**src/rtl/first_layer_tnnzeq_lanes.sv**
```systemverilog
// Sparse-ternary first layer: LANES features per cycle into per-neuron signed accumulators, sign-binarised on finish.
// Optional feature macro: TNN_BIAS_EN (accumulators start from per-neuron BIAS instead of zero).
module first_layer_tnnzeq_lanes #(
  parameter int FEAT_CNT   = 4,
  parameter int FEAT_BITS  = 4,
  parameter int HIDDEN_CNT = 4,
  parameter int LANES      = 1,
  parameter logic [HIDDEN_CNT*FEAT_CNT-1:0] SPARSE_VALS = '0,
  parameter logic [HIDDEN_CNT*FEAT_CNT-1:0] MASK        = '0,
  parameter logic [HIDDEN_CNT*(FEAT_BITS+2+$clog2(FEAT_CNT+1))-1:0] BIAS = '0
) (
  input  logic                          clk,
  input  logic                          rst,
  input  logic                          start,
  input  logic [FEAT_CNT*FEAT_BITS-1:0] features,
  output logic [HIDDEN_CNT-1:0]         out,
  output logic                          busy,
  output logic                          done,
  output logic [1:0]                    dbg_state
);

  localparam int ACC_BITS = FEAT_BITS + 2 + $clog2(FEAT_CNT + 1);
  localparam int GROUPS   = (FEAT_CNT + LANES - 1) / LANES;
  localparam int CNT_W    = (GROUPS > 1) ? $clog2(GROUPS) : 1;
  localparam int PAD_BITS = ACC_BITS - FEAT_BITS;

  typedef enum logic [1:0] {
    S_IDLE = 2'd0,
    S_RUN  = 2'd1,
    S_FIN  = 2'd2
  } state_t;

  state_t                       r_state;
  state_t                       w_state_next;
  logic [FEAT_CNT*FEAT_BITS-1:0] r_feat;
  logic [CNT_W-1:0]             r_cnt;
  logic [HIDDEN_CNT-1:0]        r_out;
  logic signed [ACC_BITS-1:0]   r_acc      [HIDDEN_CNT];
  logic signed [ACC_BITS-1:0]   w_acc_next [HIDDEN_CNT];
  logic signed [ACC_BITS-1:0]   w_acc_init [HIDDEN_CNT];
  logic                         w_accept;
  logic                         w_last_grp;

  assign w_accept   = (r_state == S_IDLE) && start;
  assign w_last_grp = (r_cnt == CNT_W'(GROUPS - 1));

  assign out       = r_out;
  assign busy      = (r_state != S_IDLE);
  assign done      = (r_state == S_FIN);
  assign dbg_state = r_state;

  always_comb begin
    for (int i = 0; i < HIDDEN_CNT; i++) begin
`ifdef TNN_BIAS_EN
      w_acc_init[i] = BIAS[i*ACC_BITS +: ACC_BITS];
`else
      w_acc_init[i] = '0;
`endif
    end
  end

  // Lanes past the last feature in a partial final group add nothing.
  always_comb begin
    int idx;
    logic [FEAT_BITS-1:0]       f;
    logic signed [ACC_BITS-1:0] fx;
    idx = 0;
    f   = '0;
    fx  = '0;
    for (int i = 0; i < HIDDEN_CNT; i++) begin
      w_acc_next[i] = r_acc[i];
      for (int l = 0; l < LANES; l++) begin
        idx = int'(r_cnt) * LANES + l;
        if (idx < FEAT_CNT) begin
          if (MASK[i*FEAT_CNT+idx]) begin
            f  = r_feat[idx*FEAT_BITS +: FEAT_BITS];
            fx = signed'({{PAD_BITS{1'b0}}, f});
            if (SPARSE_VALS[i*FEAT_CNT+idx]) w_acc_next[i] = w_acc_next[i] + fx;
            else                             w_acc_next[i] = w_acc_next[i] - fx;
          end
        end
      end
    end
  end

  always_ff @(posedge clk) begin
    if (rst) r_state <= S_IDLE;
    else     r_state <= w_state_next;
  end

  always_comb begin
    w_state_next = r_state;
    case (r_state)
      S_IDLE:  if (start) w_state_next = S_RUN;
      S_RUN:   if (w_last_grp) w_state_next = S_FIN;
      S_FIN:   w_state_next = S_IDLE;
      default: w_state_next = S_IDLE;
    endcase
  end

  // Result is registered on the final RUN edge so it is already valid in the done cycle.
  always_ff @(posedge clk) begin
    if (rst) begin
      r_feat <= '0;
      r_cnt  <= '0;
      r_out  <= '0;
      for (int i = 0; i < HIDDEN_CNT; i++) r_acc[i] <= '0;
    end else if (w_accept) begin
      r_feat <= features;
      r_cnt  <= '0;
      for (int i = 0; i < HIDDEN_CNT; i++) r_acc[i] <= w_acc_init[i];
    end else if (r_state == S_RUN) begin
      r_cnt <= r_cnt + CNT_W'(1);
      for (int i = 0; i < HIDDEN_CNT; i++) r_acc[i] <= w_acc_next[i];
      if (w_last_grp) begin
        for (int i = 0; i < HIDDEN_CNT; i++) r_out[i] <= ~w_acc_next[i][ACC_BITS-1];
      end
    end
  end

endmodule

```
**config.mk**
```make
export PLATFORM = sky130hd
export DESIGN_NAME = first_layer_tnnzeq_lanes
export DESIGN_NICKNAME = d
export VERILOG_FILES = /design/src/rtl/first_layer_tnnzeq_lanes.sv
export SDC_FILE = /design/constraint.sdc
export NUM_CORES = 1
export LEC_CHECK = 0
export ABC_AREA = 1
export CELL_PAD_IN_SITES_DETAIL_PLACEMENT = 1
export CELL_PAD_IN_SITES_GLOBAL_PLACEMENT = 1
export CORE_MARGIN = 5
export CORE_UTILIZATION = 17
export CTS_BUF_LIST = sky130_fd_sc_hd__clkbuf_4 sky130_fd_sc_hd__clkbuf_8
export DETAILED_ROUTE_END_ITERATION = 7
export PLACE_DENSITY = 0.87
export REMOVE_ABC_BUFFERS = 1
export SLEW_MARGIN = 20
export SYNTH_ARGS = -nofsm -noshare
export SYNTH_HDL_FRONTEND = slang
export SYNTH_SLANG_ARGS = --single-unit
```
**constraint.sdc**
```tcl
create_clock -name clk -period 1.3 [get_ports clk]
set_input_delay 0.39 -clock clk [delete_from_list [all_inputs] [get_ports clk]]
set_output_delay 0.39 -clock clk [all_outputs]
set_load 0.005 [all_outputs]
```
==> impl_metrics.sql <==
INSERT INTO impl_metrics (metric_group, metric, value, unit) VALUES
('placed_design', 'gp_congestion', '0.6255', ''),
('yosys', 'synth_area_per_cell', '7.114', 'sq um'),
('grt', 'largest_net_degree_at_the_start_of_global_routing', '6', ''),
('sta', 'setup_repair_after_global_routing_missed_its_margin', 'true', ''),
('routing', 'dr.first_iter.drc_count', '0', ''),
('sta', 'tightestPinTransition', '0.1759', 'ns'),
('clock_tree', 'insertion_delay', '0.24', 'ns'),
('grt', 'number_of_antenna_violations_at_the_first_check_in_global_routing', '0', ''),
('sta', 'min_period_over_period', '98.70', '%'),
('die', 'top_level_ports', '27', ''),
('pwr', 'power.total', '0.4177', 'mW'),
('placed_design', 'place_hpwl', '489.6', 'microns'),
('yosys', 'synth_async_sr_flop_share', '0', '%'),
('finish', 'final_layout_size_suffix_gt1_share', '34.00', '%'),
('grt', 'grt_first_pass_wirelength', '1041', 'microns'),
('worst_setup_path', 'setup.worst_path.start_class', 'flip-flop', ''),
('routing', 'drc', '0', ''),
('worst_hold_path', 'hold_path_class', 'reg -> reg', ''),
('routing', 'wl_per_cell', '8.923', 'microns'),
('grt', 'grt.overflow.total', '0', ''),
('yosys', 'yosysTopAreaCell', 'sky130_fd_sc_hd__dfxtp_1', ''),
('yosys', 'synth_cells', '35', ''),
('pwr', 'max-vdd-ir-drop', '0.3505', 'mV'),
('finish', 'antenna_cells_inserted', '0', ''),
('pwr', 'powerDensity', '1050', 'nW/um^2'),
('worst_setup_path', 'critical_path_required', '0.91', 'ns'),
('grt', 'global_route.usage.total', '6.657', '%'),
('sta', 'finalHoldViolations', '0', ''),
('worst_setup_path', 'critPathCaptureType', 'output pin', ''),
('die', 'fp.dieH', '48.27', 'microns'),
('die', 'die_area', '2330', 'sq um'),
('yosys', 'sequential_to_total_area_share_from_yosys_stat', '40.20', '%'),
('routing', 'detail_route.first_pass.iterations', '1', ''),
('finish', 'area_taken_by_multi_input_logic_gates', '106.4', 'sq um'),
('finish', 'final_core_util', '29.47', '%'),
('sta', 'setup_tns', '0', 'ns'),
('finish', 'synthToLayoutAreaGrowth', '59.80', '%'),
('clock_tree', 'h-tree-depth', '1', ''),
('routing', 'post_drt_antenna_nets', '0', ''),
('finish', 'final-seq-area', '103.9', 'sq um'),
('yosys', 'yosys_register_bits', '5', ''),
('die', 'die_x', '48.27', 'microns'),
('job', 'timing.max_cap.violations', '0', ''),
('placed_design', 'io_buffer_count', '10', ''),
('finish', 'n_fill_cell', '172', ''),
('sta', 'highest_attainable_clock_frequency', '779.3', 'MHz'),
('sta', 'fin_worst_skew', '0.002603', 'ns'),
('routing', 'route.final.wire_length', '580', 'microns'),
('yosys', 'synth_cell_type_count', '11', ''),
('finish', 'total_number_of_nets_in_the_final_design', '71', ''),
('clock_tree', 'worst_setup_hold_path_clk_slew', '0.05', 'ns'),
('clock_tree', 'tritoncts_clock_tree', 'done', ''),
('outcome', 'status', 'completed', ''),
('clock_tree', 'total_cts_buffers', '3', ''),
('worst_setup_path', 'arrival', '0.89', 'ns'),
('clock_tree', 'tritoncts_num_sinks', '5', ''),
('routing', 'vias_per_cell', '3.908', ''),
('clock_tree', 'cts_root_buffer', 'sky130_fd_sc_hd__clkbuf_4', ''),
('worst_setup_path', 'critical_path.max_fanout', '3', ''),
('grt', 'grt_pass1_vias', '260', ''),
('clock_tree', 'number_of_buffers_inserted_for_hold_repair_after_clock_tree_synthesis', '0', ''),
('pwr', 'leakage_power', '0.2198', 'nW'),
('die', 'rows', '13', ''),
('clock_tree', 'max-clock-path-buffers', '2', ''),
('yosys', 'synth.most_common_cell', 'sky130_fd_sc_hd__nand2_1', ''),
('yosys', 'synth-edff-count', '0', ''),
('sta', 'post-route-min-period', '1.283', 'ns'),
('sta', 'timing.max_slew.rel_slack', '88.15', '%'),
('yosys', 'yosys-top-cells-area', 'sky130_fd_sc_hd__dfxtp_1, sky130_fd_sc_hd__nand2_1, sky130_fd_sc_hd__buf_4, sky130_fd_sc_hd__inv_1, sky130_fd_sc_hd__nor2_1', ''),
('sta', 'timing.final.setup_violations', '0', ''),
('worst_setup_path', 'worst-setup-path-type', 'reg -> out', ''),
('die', 'placeable_core_region', '1350', 'sq um'),
('die', 'start_util', '18.44', '%'),
('yosys', 'netlist_area', '249.0', 'sq um'),
('yosys', 'ys.flop_type', 'sky130_fd_sc_hd__dfxtp_1', ''),
('yosys', 'yosys.area.top_type_share', '40.20', '%'),
('sta', 'finalMaxSlewViolations', '0', ''),
('yosys', 'yosys_warnings', '0', ''),
('yosys', 'yosys-top-cells-count', 'sky130_fd_sc_hd__nand2_1, sky130_fd_sc_hd__inv_1, sky130_fd_sc_hd__dfxtp_1, sky130_fd_sc_hd__nor2_1, sky130_fd_sc_hd__buf_4', ''),
('routing', 'num_vias', '254', '');
cell families (layout without fill, tap and decap cells):
group	Yosys count	in the layout	share of synthesized area, %
buf+inv	9	24	18.09
fa+ha+maj	1	1	5.024
simple gates	18	18	32.66
flops	5	5	40.20
compound gates	2	2	4.016
layer usage:
metal | share of wire, % | up-vias | global-route usage, %
met5 | 0 | - | 0
met3 | 9.1 | 0 | 3.321
li1 | - | 130 | -
met1 | 38 | 118 | 5.702
met2 | 53 | 6 | 12.50
met4 | 0 | 0 | 3.226
worst max-delay path: stages, from the launching register on:
cell	delay, ns
sky130_fd_sc_hd__dfxtp_2	0.35
sky130_fd_sc_hd__buf_6	0.10
sky130_fd_sc_hd__inv_2	0.03
sky130_fd_sc_hd__nor2_1	0.07
sky130_fd_sc_hd__buf_2	0.11
sequential cells by signal, summed over array words and instances, names as in the netlist:
register   flops
r_cnt          2
out            1
dbg_state      2
what timing repair did:
action | in CTS | in global routing
setup endpoints to repair | 8 | 2
gates resized for setup | 17 | 2
pin swaps | 1 | 1
buffers inserted | 2 | 0
per-stage QoR:
stage / cell area [sq um] / hold WS [ns] / setup WS, ns / instances
5_1_grt: 397.9 / 0.5632 / -0.05049 / 65
4_1_cts: 399.1 / 0.5055 / -0.01477 / 65
2_1_floorplan: 226.5 / 0.4591 / 0.3787 / 32
3_3_place_gp: 360.3 / 0.5097 / -0.08751 / 59
6_report: 397.9 / 0.5074 / 0.01685 / 65
3_5_place_dp: 360.3 / 0.5351 / -0.1049 / 59
where the power goes:
part	switching [mW]	internal, mW
clock	0.0654	0.137
sequential	0.00422	0.160
combinational	0.0247	0.0266
final cells by class:
type / instances / share of cell area [%]
clock buffer: 4 / 7.547
inverter: 6 / 5.660
multi-input combinational: 21 / 26.73
sequential: 5 / 26.10
tap: 15 / 4.717
timing repair buffer: 14 / 29.25
cells in the final DEF (no fill, tap or decap), types with 2 or more instances in the layout:
master and instances:
sky130_fd_sc_hd__inv_1 5, sky130_fd_sc_hd__nand2_1 10, sky130_fd_sc_hd__dfxtp_1 2, sky130_fd_sc_hd__buf_4 3
sky130_fd_sc_hd__nor2_1 4, sky130_fd_sc_hd__clkbuf_4 4, sky130_fd_sc_hd__dlygate4sd2_1 6, sky130_fd_sc_hd__clkdlybuf4s50_1 2
sky130_fd_sc_hd__dfxtp_2 3
path summary, 6_finish.rpt:
path | cells past startpoint | start | slack, ns | end
worst min-delay path | 2 | out[2] | 0.51 | out[2]
worst max-delay path | 4 | dbg_state[1] | 0.02 | done
worst max register to register | 7 | dbg_state[1] | 0.28 | r_cnt[1]
worst min register to register | 2 | out[2] | 0.51 | out[2]
Power figures use the tool's default switching activity.
